`src/rtl/branch_redirect_ctrl_pkg.sv`:
```
// -----------------------------------------------------------------------------
// branch_redirect_ctrl_pkg
//
// Shared definitions for the PC redirect controller:
//   - default PC / counter widths
//   - redirect source encoding (NONE/EX/MRET/TRAP), ordered by priority
//   - controller state encoding (IDLE/HOLD)
//   - helper that decides whether a new source may override a held one
// -----------------------------------------------------------------------------
package branch_redirect_ctrl_pkg;

    localparam int PC_W_DEFAULT  = 32;
    localparam int CNT_W_DEFAULT = 32;

    // The numeric order is the priority order, so a plain magnitude compare
    // tells whether one source outranks another.
    typedef enum logic [1:0] {
        REDIR_SRC_NONE = 2'd0,
        REDIR_SRC_EX   = 2'd1,
        REDIR_SRC_MRET = 2'd2,
        REDIR_SRC_TRAP = 2'd3
    } redir_src_e;

    typedef enum logic {
        ST_IDLE = 1'b0,
        ST_HOLD = 1'b1
    } redir_state_e;

    // True when req_src has strictly higher priority than held_src.
    function automatic logic src_outranks(input redir_src_e req_src,
                                          input redir_src_e held_src);
        return logic'(req_src > held_src);
    endfunction

endpackage : branch_redirect_ctrl_pkg

```
`src/rtl/branch_redirect_ctrl_sat_counter.sv`:
```
// -----------------------------------------------------------------------------
// sat_counter
//
// Up-counter that sticks at all-ones instead of wrapping.
//
// Ports:
//   clk    in   clock
//   rst    in   asynchronous active-high reset, clears the count
//   inc    in   add one this cycle (ignored once saturated)
//   count  out  current count
// -----------------------------------------------------------------------------
module sat_counter #(
    parameter int WIDTH = 32
) (
    input  logic             clk,
    input  logic             rst,
    input  logic             inc,
    output logic [WIDTH-1:0] count
);

    logic [WIDTH-1:0] count_q;
    logic [WIDTH-1:0] count_d;

    always_comb begin
        count_d = count_q;
        if (inc && (count_q != {WIDTH{1'b1}})) begin
            count_d = count_q + {{(WIDTH-1){1'b0}}, 1'b1};
        end
    end

    always_ff @(posedge clk or posedge rst) begin
        if (rst) begin
            count_q <= '0;
        end else begin
            count_q <= count_d;
        end
    end

    assign count = count_q;

endmodule : sat_counter

```
`src/rtl/branch_redirect_ctrl.sv`:
```
// -----------------------------------------------------------------------------
// branch_redirect_ctrl
//
// Arbitrates trap entry, mret and taken EX branches/jumps onto one registered
// redirect channel to the IFU, holds it until the IFU accepts it, flushes the
// wrong-path IF/ID and ID/EX registers meanwhile, and counts branches.
//
// Ports:
//   clk, rst                       clock, asynchronous active-high reset
//   ex_br_valid, ex_take_branch,   EX branch/jump resolution
//   ex_target_pc
//   mret_req, mret_pc              MEM-stage mret and mepc
//   trap_req, trap_pc              MEM-stage trap and handler address
//   redirect_valid, redirect_pc,   redirect channel to the IFU
//   redirect_ready
//   flush_if_id, flush_id_ex       kill wrong-path pipeline registers
//   branch_cnt, taken_cnt          saturating statistics
// -----------------------------------------------------------------------------
module branch_redirect_ctrl
    import branch_redirect_ctrl_pkg::*;
#(
    parameter int PC_WIDTH  = PC_W_DEFAULT,
    parameter int CNT_WIDTH = CNT_W_DEFAULT
) (
    input  logic                 clk,
    input  logic                 rst,
    input  logic                 ex_br_valid,
    input  logic                 ex_take_branch,
    input  logic [PC_WIDTH-1:0]  ex_target_pc,
    input  logic                 mret_req,
    input  logic [PC_WIDTH-1:0]  mret_pc,
    input  logic                 trap_req,
    input  logic [PC_WIDTH-1:0]  trap_pc,
    output logic                 redirect_valid,
    output logic [PC_WIDTH-1:0]  redirect_pc,
    input  logic                 redirect_ready,
    output logic                 flush_if_id,
    output logic                 flush_id_ex,
    output logic [CNT_WIDTH-1:0] branch_cnt,
    output logic [CNT_WIDTH-1:0] taken_cnt
);

    redir_state_e        state_q, state_d;
    redir_src_e          src_q,   src_d;
    logic [PC_WIDTH-1:0] pc_q,    pc_d;

    logic ex_req;
    logic any_req;
    logic flush;
    logic branch_inc;
    logic taken_inc;

    assign ex_req  = ex_br_valid & ex_take_branch;
    assign any_req = trap_req | mret_req | ex_req;

    // Next-state / redirect register logic.
    // In HOLD an override takes precedence over the handshake: if a trap (or
    // an mret over an EX redirect) arrives in the accept cycle, the new target
    // replaces the old one and must itself be accepted.
    always_comb begin
        state_d = state_q;
        src_d   = src_q;
        pc_d    = pc_q;

        unique case (state_q)
            ST_IDLE: begin
                if (trap_req) begin
                    pc_d    = trap_pc;
                    src_d   = REDIR_SRC_TRAP;
                    state_d = ST_HOLD;
                end else if (mret_req) begin
                    pc_d    = mret_pc;
                    src_d   = REDIR_SRC_MRET;
                    state_d = ST_HOLD;
                end else if (ex_req) begin
                    pc_d    = ex_target_pc;
                    src_d   = REDIR_SRC_EX;
                    state_d = ST_HOLD;
                end
            end
            ST_HOLD: begin
                if (trap_req && src_outranks(REDIR_SRC_TRAP, src_q)) begin
                    pc_d  = trap_pc;
                    src_d = REDIR_SRC_TRAP;
                end else if (mret_req && src_outranks(REDIR_SRC_MRET, src_q)) begin
                    pc_d  = mret_pc;
                    src_d = REDIR_SRC_MRET;
                end else if (redirect_ready) begin
                    src_d   = REDIR_SRC_NONE;
                    state_d = ST_IDLE;
                end
            end
            default: begin
                state_d = ST_IDLE;
                src_d   = REDIR_SRC_NONE;
            end
        endcase
    end

    always_ff @(posedge clk or posedge rst) begin
        if (rst) begin
            state_q <= ST_IDLE;
            src_q   <= REDIR_SRC_NONE;
            pc_q    <= '0;
        end else begin
            state_q <= state_d;
            src_q   <= src_d;
            pc_q    <= pc_d;
        end
    end

    // Flush in the request cycle (combinational) and for the whole time the
    // redirect is outstanding.
    assign flush = (state_q == ST_HOLD) | ((state_q == ST_IDLE) & any_req);

    assign redirect_valid = (state_q == ST_HOLD);
    assign redirect_pc    = pc_q;
    assign flush_if_id    = flush;
    assign flush_id_ex    = flush;

    // A branch only counts when it is not killed by an older trap/mret and is
    // not wrong-path shadow behind an outstanding redirect.
    assign branch_inc = (state_q == ST_IDLE) & ex_br_valid & ~trap_req & ~mret_req;
    assign taken_inc  = branch_inc & ex_take_branch;

    sat_counter #(
        .WIDTH (CNT_WIDTH)
    ) u_branch_cnt (
        .clk   (clk),
        .rst   (rst),
        .inc   (branch_inc),
        .count (branch_cnt)
    );

    sat_counter #(
        .WIDTH (CNT_WIDTH)
    ) u_taken_cnt (
        .clk   (clk),
        .rst   (rst),
        .inc   (taken_inc),
        .count (taken_cnt)
    );

endmodule : branch_redirect_ctrl

```
`config.mk`:
```
export PLATFORM = sky130hd
export DESIGN_NAME = branch_redirect_ctrl
export DESIGN_NICKNAME = d
export VERILOG_FILES = /design/src/rtl/branch_redirect_ctrl_pkg.sv /design/src/rtl/branch_redirect_ctrl_sat_counter.sv /design/src/rtl/branch_redirect_ctrl.sv
export SDC_FILE = /design/constraint.sdc
export NUM_CORES = 1
export LEC_CHECK = 0
export ABC_AREA = 1
export BUFFER_PORTS_ARGS = -buffer_cell sky130_fd_sc_hd__buf_2
export CORE_MARGIN = 2
export CORE_UTILIZATION = 57
export DETAILED_ROUTE_END_ITERATION = 8
export GPL_ROUTABILITY_DRIVEN = 0
export GPL_TIMING_DRIVEN = 1
export PLACE_DENSITY = 0.87
export SLEW_MARGIN = 20
export SYNTH_ARGS = -nofsm -noshare
export SYNTH_HDL_FRONTEND = slang
export SYNTH_SLANG_ARGS = --single-unit
```
`constraint.sdc`:
```
create_clock -name clk -period 8.4 [get_ports clk]
set_clock_uncertainty 0.2 [all_clocks]
set_input_delay 0.84 -clock clk [delete_from_list [all_inputs] [get_ports clk]]
set_output_delay 0.84 -clock clk [all_outputs]
set_load 0.03 [all_outputs]
```
==> results of run 1 <==
==> worst paths after layout <==
path	end	cells after the start
setup / recovery	flush_id_ex	5
hold / removal	u_taken_cnt.count[2]	2
setup reg to reg	redirect_pc[26]	8
hold reg to reg	redirect_pc[30]	2
max in group asynchronous	redirect_pc[14]	3
min in group clk	redirect_pc[30]	2
==> cells by family after synthesis <==
group           count (synthesis)  synth area share
xor+xnor                       19            0.0245
buf+inv                       111            0.0710
compound gates                 63            0.0592
flops                          99             0.365
fa+ha+maj                       2           0.00369
simple gates                  772             0.476
==> per-stage QoR <==
step / setup slack, ps / instance area, sq um / cells
after CTS: 4440 / 8120 / 1390
after detailed placement: 4580 / 7780 / 1374
after floorplan: 4770 / 6780 / 1066
after global routing: 4260 / 8130 / 1390
final: 4380 / 8130 / 1390
after global placement: 4640 / 7780 / 1374
==> power breakdown <==
group          switching [mW]  internal (mW)
clock network           0.187          0.300
logic                   0.525          0.224
registers              0.0924          0.576
==> synthesized netlist by cell type, drive strengths merged <==
library cell | count | area share
nand2 | 496 | 0.28
nor2 | 131 | 0.079
dfrtp | 99 | 0.37
nand3 | 99 | 0.073
inv | 72 | 0.040
o21ai | 26 | 0.021
nand4 | 22 | 0.020
buf | 21 | 0.021
nand3b | 18 | 0.020
clkbuf | 17 | 0.0094
a22oi | 15 | 0.017
xor2 | 13 | 0.017
a21oi | 12 | 0.011
xnor2 | 6 | 0.0077
o211ai | 5 | 0.0055
nor3 | 4 | 0.0030
ha | 2 | 0.0037
o21a | 2 | 0.0022
a22o | 1 | 0.0013
and2 | 1 | 0.00092
clkinv | 1 | 0.00055
nor3b | 1 | 0.0011
o21bai | 1 | 0.0011
o31ai | 1 | 0.0011
==> cell type report <==
class                   instances  area share
repair buffers                203       0.126
well taps                     143      0.0220
clock buffers                  12      0.0303
clock inverters                 4      0.0120
inverters                      73      0.0340
multi-input cells             856       0.471
flip-flops and latches         99       0.305
==> worst max-delay path: stages (launching register included) <==
cell and delay, ps:
dfrtp_1 950, inv_2 580, nand2_1 300, inv_2 130
nand2_1 360, buf_2 290
==> state kept, by name (all words and copies together), names as in the netlist <==
signal              count
src_q                   2
redirect_valid          1
u_branch_cnt.count     32
u_taken_cnt.count      32
redirect_pc            32
==> layer usage <==
layer	wire length (um)	share of wire	GRT usage	up-vias
met5	0	0	0	-
met3	1460	0.075	0.0455	54
met2	9320	0.48	0.507	364
met4	648	0.033	0.135	0
met1	8080	0.41	0.402	3505
li1	-	-	-	3727
==> impl_metrics.env, run 1 <==
export IMPL_status="finished, violations left"
export IMPL_violations="DRC"
export IMPL_numCtsBuffers=9
export IMPL_grt_pass1_wl_um=32100
export IMPL_multiInputGateArea_sq_um=3820
export IMPL_drc_errors=6
export IMPL_hold_ws_ps=218
export IMPL_synth_distinct_cells=34
export IMPL_ys_warn_count=0
export IMPL_numClockSinks=99
export IMPL_worst_slew_pin_slew_ps=921
export IMPL_critPathCaptureType="primary output"
export IMPL_drtIter0Drc=561
export IMPL_leakage_nw=4.22
export IMPL_insertion_delay_ps=350
export IMPL_final_seq_area_sq_um=2480
export IMPL_rsz0062_at_grt="no"
export IMPL_start_util=0.589
export IMPL_post_cts_resized=0
export IMPL_maxCapViolCount=0
export IMPL_tns_ps=0
export IMPL_cts_hold_fix_buffers=0
export IMPL_ff2ff_setup_slack_ps=4770
export IMPL_clock_root_buffer="clkbuf_16"
export IMPL_htree_levels=3
export IMPL_gr_total_overflow=0
export IMPL_wl_um=19500
export IMPL_drtPass1Iterations=7
export IMPL_vias_per_cell=5.50
export IMPL_fp_dieH_um=113
export IMPL_grt_total_usage=0.307
export IMPL_fmax_mhz=249
export IMPL_wl_per_cell_um=14.0
export IMPL_postCtsSetupBuffers=0
export IMPL_num_antenna_cells=0
export IMPL_min_path_type="in -> async"
export IMPL_fillers=1017
export IMPL_drtAntennaViolNets=0
export IMPL_worstPathRequired_ps=7360
export IMPL_syn_inst=1066
export IMPL_io_buffers=201
export IMPL_synthesis_nets=1171
export IMPL_drive_gt1_frac=0.196
export IMPL_startpoint="redirect_valid"
export IMPL_synth_seq_cells=99
export IMPL_arrival_ps=2980
export IMPL_nets=1347
export IMPL_num_io_pins=202
export IMPL_vias=7650
export IMPL_core_sq_um=11500
export IMPL_slew_headroom=0.386
export IMPL_tritoncts="done"
export IMPL_rows=39
export IMPL_synthesis_area_sq_um=6780
export IMPL_clock_path_buffers=2
export IMPL_ys_seq_area_frac=0.365
export IMPL_min_period_ps=4020
export IMPL_area_delta_synth_final_pct=19.8
export IMPL_grt_max_degree=81
export IMPL_antenna_found_initial=0
export IMPL_final_hold_viol_count=0
export IMPL_die_area_sq_um=12800
export IMPL_irDropWorstVdd_mv=0.213
export IMPL_power_mw=1.90
export IMPL_layout_cells_most_common="nand2_1"
export IMPL_critPathMaxFanout=46
export IMPL_fin_crit_sh=0.478
export IMPL_layout_common_cells="nand2_1, buf_2, nor2_1, nand3_1, dfrtp_1"
export IMPL_maxSlewViolCount=0
export IMPL_r2r_start="redirect_valid"
export IMPL_worst_setup_path_type="reg -> out"
export IMPL_grt_pass1_vias=6952
export IMPL_dp_hpwl_um=14400
export IMPL_finalSetupViolCount=0
export IMPL_die_w_um=113
export IMPL_critPathLaunchType="register"
export IMPL_path_clk_slew_ps=70
export IMPL_p_per_area_nw_per_um2=234
export IMPL_syn_avg_cell_area_sq_um=6.36
export IMPL_post_route_util=0.706
No activity file was read; power rests on OpenSTA's default activity.
==> run 2, diff against run 1 <==
--- a/config.mk
+++ b/config.mk
@@ -8,11 +8,11 @@
 export ABC_AREA = 1
 export BUFFER_PORTS_ARGS = -buffer_cell sky130_fd_sc_hd__buf_2
 export CORE_MARGIN = 2
-export CORE_UTILIZATION = 57
+export CORE_UTILIZATION = 48
 export DETAILED_ROUTE_END_ITERATION = 8
 export GPL_ROUTABILITY_DRIVEN = 0
 export GPL_TIMING_DRIVEN = 1
-export PLACE_DENSITY = 0.87
+export PLACE_DENSITY = 0.78
 export SLEW_MARGIN = 20
 export SYNTH_ARGS = -nofsm -noshare
 export SYNTH_HDL_FRONTEND = slang
==> constraint.sdc (replaced) <==
create_clock -name clk -period 3.6 [get_ports clk]
set_clock_uncertainty 0.2 [all_clocks]
set_input_delay 0.36 -clock clk [delete_from_list [all_inputs] [get_ports clk]]
set_output_delay 0.36 -clock clk [all_outputs]
set_load 0.03 [all_outputs]
==> run 2 against run 1 <==
Compared with the run above:
- the flow now finishes without violations
- setup slack worse by 3400 ps
- core utilization fell by 11 points
- clock power grew 150%
- count of clock-buffer cells in the layout fell by 3
- wire length up 3.7%
- die area up 18%
- register-to-register slack worse by 3800 ps
- via count down 2.4%
- highest routed layer unchanged
==> impl_metrics.env, run 2 (synthesized netlist as in run 1, its figures left out) <==
export IMPL_status="finished, final reports clean"
export IMPL_tritoncts="done"
export IMPL_nets=1353
export IMPL_drive_gt1_frac=0.200
export IMPL_numCtsBuffers=9
export IMPL_finalInstanceArea_sq_um=8250
export IMPL_finalSetupViolCount=0
export IMPL_multiInputGateArea_sq_um=3820
export IMPL_core_sq_um=13800
export IMPL_arrival_ps=2680
export IMPL_rsz0062_at_grt="no"
export IMPL_numClockSinks=99
export IMPL_vias=7464
export IMPL_vias_per_cell=5.21
export IMPL_reg2reg_to="redirect_pc[14]"
export IMPL_clock_path_buffers=2
export IMPL_hold_start="redirect_ready"
export IMPL_grt_pass1_wl_um=32300
export IMPL_layout_common_cells="nand2_1, buf_2, nor2_1, nand3_1, dfrtp_1"
export IMPL_gr_total_overflow=0
export IMPL_min_to="redirect_valid"
export IMPL_fillers=1337
export IMPL_final_seq_area_sq_um=2480
export IMPL_critPathCaptureType="register"
export IMPL_drtPass1Iterations=5
export IMPL_place_area_sq_um=7870
export IMPL_dp_hpwl_um=15000
export IMPL_critPathMaxFanout=32
export IMPL_min_period_ps=2640
export IMPL_insertion_delay_ps=350
export IMPL_wl_met3_um=1510
export IMPL_wirelength_met1_um=8580
export IMPL_area_delta_synth_final_pct=21.6
export IMPL_min_path_type="in -> reg"
export IMPL_top_layer="met4"
export IMPL_final_cells=1433
export IMPL_hold_depth=2
export IMPL_maxSlewViolCount=0
export IMPL_die_area_sq_um=15100
export IMPL_leakage_nw=4.27
export IMPL_fin_crit_sh=0.733
export IMPL_drtIter0Drc=547
export IMPL_rows=43
export IMPL_irDropWorstVdd_mv=0.384
export IMPL_fp_dieH_um=123
export IMPL_critPathLaunchType="register"
export IMPL_tns_ps=0
export IMPL_clock_root_buffer="clkbuf_16"
export IMPL_worst_slew_pin_slew_ps=718
export IMPL_ff2ff_setup_slack_ps=960
export IMPL_drtAntennaViolNets=0
export IMPL_worst_setup_path_type="reg -> reg"
export IMPL_wl_um=20200
export IMPL_maxCapViolCount=0
export IMPL_antenna_found_initial=0
export IMPL_dp_cells=1416
export IMPL_drc_errors=0
export IMPL_slew_headroom=0.520
export IMPL_fmax_mhz=379
export IMPL_worstPathRequired_ps=3640
export IMPL_routed_wl_met2_um=9580
export IMPL_htree_levels=3
export IMPL_r2r_start="redirect_valid"
export IMPL_num_io_pins=202
export IMPL_grt_pass1_vias=6846
export IMPL_path_clk_slew_ps=70
export IMPL_final_hold_viol_count=0
export IMPL_wl_per_cell_um=14.1
export IMPL_die_w_um=123
export IMPL_ff2ff_path_depth=8
export IMPL_p_per_area_nw_per_um2=548
export IMPL_grt_max_degree=52
export IMPL_grt_total_usage=0.269
export IMPL_layout_cells_most_common="nand2_1"
export IMPL_start_util=0.491
export IMPL_io_buffers=201
export IMPL_num_antenna_cells=0
run 2: power by group:
group	internal, mW	total, mW	switching (mW)
Clock	0.750	1.20	0.451
Combinational	0.540	1.81	1.27
Sequential	1.34	1.51	0.165
run 2: worst max path at each step:
| stage | startpoint | to | slack [ps] | cells past startpoint |
|---|---|---|---|---|
| after floorplan | rst | redirect_pc[0] | 450 | 1 |
| after global placement | trap_req | redirect_pc[11] | 1060 | 10 |
| after detailed placement | trap_req | redirect_pc[28] | 970 | 10 |
| after CTS | redirect_valid | redirect_pc[14] | 950 | 8 |
| after global routing | redirect_valid | redirect_pc[31] | 730 | 8 |
| final | redirect_valid | redirect_pc[14] | 960 | 8 |
run 2: stage by stage:
step | power [mW] | worst slack (ps) | utilization | hold slack (ps)
2_1_floorplan | 2.84 | 450 | - | 241
3_3_place_gp | 3.32 | 1060 | 0.569 | 264
3_5_place_dp | 3.34 | 968 | 0.569 | 262
4_1_cts | 4.55 | 954 | 0.597 | 24.9
5_1_grt | 4.81 | 734 | 0.597 | 35.9
6_report | 4.52 | 962 | 0.597 | 34.8
run 2: final cells by class:
type | count | area share
clock buffer | 9 | 0.0273
clock inverter | 7 | 0.0168
inverter | 73 | 0.0335
multi-input combinational | 856 | 0.464
sequential | 99 | 0.300
tap | 180 | 0.0273
timing repair buffer | 209 | 0.131
run 2: per-layer routing:
layer / global-route usage / vias up
met1: 0.344 / 3414
met5: 0 / -
met2: 0.446 / 279
met4: 0.115 / 0
li1: - / 3734
met3: 0.0507 / 37
run 2: worst max-delay path, stage by stage (launching register included):
cell and delay [ps]:
dfrtp_1 390, inv_2 310, nand2_1 200, inv_2 180, nand2_1 290, nand2_4 370
inv_2 330, nor2_1 180, nor2_1 60
run 2: timing repair:
item,CTS,global route
hold buffers,1,0
buffers inserted,0,0
hold endpoints to repair,50,0
resized for setup,0,0
==> run 3, diff against run 2 <==
--- a/config.mk
+++ b/config.mk
@@ -8,11 +8,11 @@
 export ABC_AREA = 1
 export BUFFER_PORTS_ARGS = -buffer_cell sky130_fd_sc_hd__buf_2
 export CORE_MARGIN = 2
-export CORE_UTILIZATION = 48
+export CORE_UTILIZATION = 53
 export DETAILED_ROUTE_END_ITERATION = 8
 export GPL_ROUTABILITY_DRIVEN = 0
 export GPL_TIMING_DRIVEN = 1
-export PLACE_DENSITY = 0.78
+export PLACE_DENSITY = 0.82
 export SLEW_MARGIN = 20
 export SYNTH_ARGS = -nofsm -noshare
 export SYNTH_HDL_FRONTEND = slang
==> constraint.sdc (replaced) <==
create_clock -name clk -period 2.7 [get_ports clk]
set_clock_uncertainty 0.2 [all_clocks]
set_input_delay 0.27 -clock clk [delete_from_list [all_inputs] [get_ports clk]]
set_output_delay 0.27 -clock clk [all_outputs]
set_load 0.03 [all_outputs]
==> run 3 against run 2 <==
Compared with the run above:
- first-iteration DRC count rose by 5.1%
- sequential share of layout area fell by 0.059 points
- flip-flop and latch count did not move
- critical path depth fell by 2
- clock power rose by 18%
- register-to-register slack got worse by 630 ps
- largest cell class unchanged
- global-route usage rose by 2.8 points
==> impl_metrics.env, run 3 (synthesized netlist as in run 1, its figures left out) <==
export IMPL_grt_total_usage=0.297
export IMPL_die_area_sq_um=13700
export IMPL_min_period_ps=2370
export IMPL_htree_levels=3
export IMPL_slew_headroom=0.494
export IMPL_grt_pass1_vias=6795
export IMPL_seqPwrFrac=0.343
export IMPL_irDropWorstVdd_mv=0.510
export IMPL_drtPass1Iterations=5
export IMPL_ff2ff_setup_slack_ps=330
export IMPL_tns_ps=0
export IMPL_nets=1359
export IMPL_multiInputGateArea_sq_um=3820
export IMPL_dp_hpwl_um=14900
export IMPL_insertion_delay_ps=350
export IMPL_core_sq_um=12600
export IMPL_worst_slew_pin_slew_ps=758
export IMPL_maxCapViolCount=0
export IMPL_fillers=1177
export IMPL_reg2reg_to="u_taken_cnt.count[20]"
export IMPL_critPathLaunchType="register"
export IMPL_ff2ff_path_depth=10
export IMPL_intPower_mw=3.37
export IMPL_layout_common_cells="nand2_1, buf_2, nor2_1, nand3_1, dfrtp_1"
export IMPL_clock_root_buffer="clkbuf_16"
export IMPL_worst_setup_path_type="reg -> out"
export IMPL_layout_cells_most_common="nand2_1"
export IMPL_finalSetupViolCount=0
export IMPL_clock_path_buffers=2
export IMPL_numClockSinks=99
export IMPL_switchingPower_mw=2.51
export IMPL_wl_um=20000
export IMPL_num_io_pins=202
export IMPL_dp_cells=1413
export IMPL_fp_dieH_um=117
export IMPL_min_path_type="in -> reg"
export IMPL_tritoncts="done"
export IMPL_drtAntennaViolNets=0
export IMPL_max_stage_delay_ps=380
export IMPL_power_mw=5.88
export IMPL_cp_cell_sequence="inv_2, nand2_1, inv_2, nand2_1, buf_4, buf_2"
export IMPL_rsz0062_at_grt="no"
export IMPL_arrival_ps=1900
export IMPL_critPathMaxFanout=22
export IMPL_critPathCaptureType="primary output"
export IMPL_die_w_um=117
export IMPL_worst_slack_ps=330
export IMPL_start_util=0.540
export IMPL_final_seq_area_sq_um=2480
export IMPL_r2r_start="u_taken_cnt.count[0]"
export IMPL_place_ws_ps=358
export IMPL_p_per_area_nw_per_um2=711
export IMPL_numCtsBuffers=9
export IMPL_drive_gt1_frac=0.203
export IMPL_gr_total_overflow=0
export IMPL_leakage_nw=4.28
export IMPL_min_to="redirect_pc[4]"
export IMPL_fmax_mhz=422
export IMPL_final_hold_viol_count=0
export IMPL_maxSlewViolCount=0
export IMPL_drc_errors=0
export IMPL_drtIter0Drc=575
export IMPL_clkPwrFrac=0.241
export IMPL_area_delta_synth_final_pct=21.8
export IMPL_grt_max_degree=37
export IMPL_vias_per_cell=5.28
export IMPL_pwr_share_comb=0.416
export IMPL_hold_start="ex_target_pc[4]"
export IMPL_wl_per_cell_um=13.9
export IMPL_status="finished, final reports clean"
export IMPL_grt_pass1_wl_um=32300
export IMPL_critPathSlowestCell="dfrtp_1"
export IMPL_vias=7558
export IMPL_io_buffers=201
export IMPL_antenna_found_initial=1
export IMPL_final_cells=1432
export IMPL_p_sw_frac=0.427
export IMPL_fin_crit_sh=0.878
export IMPL_worstPathRequired_ps=2230
export IMPL_path_clk_slew_ps=70
export IMPL_hold_depth=5
export IMPL_rows=41
run 3: final cells by class:
class                      instances  area share
clock buffer                      10      0.0289
antenna                            1    0.000303
tap                              172      0.0260
clock inverter                     6      0.0106
timing repair buffer             215       0.138
inverter                          73      0.0336
sequential                        99       0.300
multi-input combinational        856       0.463
run 3: per-layer routing:
metal | track usage | share of wire | vias to the layer above
met5 | 0 | 0 | -
met4 | 0.125 | 0.026 | 0
met3 | 0.0680 | 0.087 | 43
met2 | 0.498 | 0.48 | 330
met1 | 0.370 | 0.40 | 3422
li1 | - | - | 3763
run 3: worst max path at each step:
stage | start | to | slack (ps)
global route | redirect_valid | redirect_pc[10] | 160
global placement | u_taken_cnt.count[1] | u_taken_cnt.count[29] | 380
floorplan | redirect_valid | flush_if_id | 620
finish | redirect_valid | flush_id_ex | 330
CTS | redirect_valid | flush_id_ex | 320
detailed placement | u_taken_cnt.count[0] | u_taken_cnt.count[30] | 360
run 3: stage by stage:
step / hold WS, ps / util / area, sq um
2_1_floorplan: 151 / - / 6790
3_3_place_gp: 211 / 0.630 / 7920
3_5_place_dp: 220 / 0.630 / 7920
4_1_cts: 46.4 / 0.657 / 8260
5_1_grt: 83.1 / 0.658 / 8260
6_report: 52.4 / 0.658 / 8260
run 3: what timing repair did:
| item | 4_1_cts | 5_1_grt |
|---|---|---|
| hold endpoints to repair | 30 | 0 |
| resized for setup | 0 | 0 |
| buffers inserted | 0 | 0 |
| hold buffers | 2 | 0 |
run 3: power groups by stage:
stage,Sequential [mW],Clock [mW],Combinational (mW)
floorplan,2.57,0,1.21
global placement,2.03,0,2.39
detailed placement,2.03,0,2.45
CTS,2.01,1.45,2.45
global route,2.05,1.50,2.71
finish,2.02,1.42,2.44
run 3: worst max-delay path: cells and delay by family, from the launching register on:
family / cells / cell delay, ps
simple gates: 2 / 310
buf+inv: 4 / 850
flops: 1 / 380
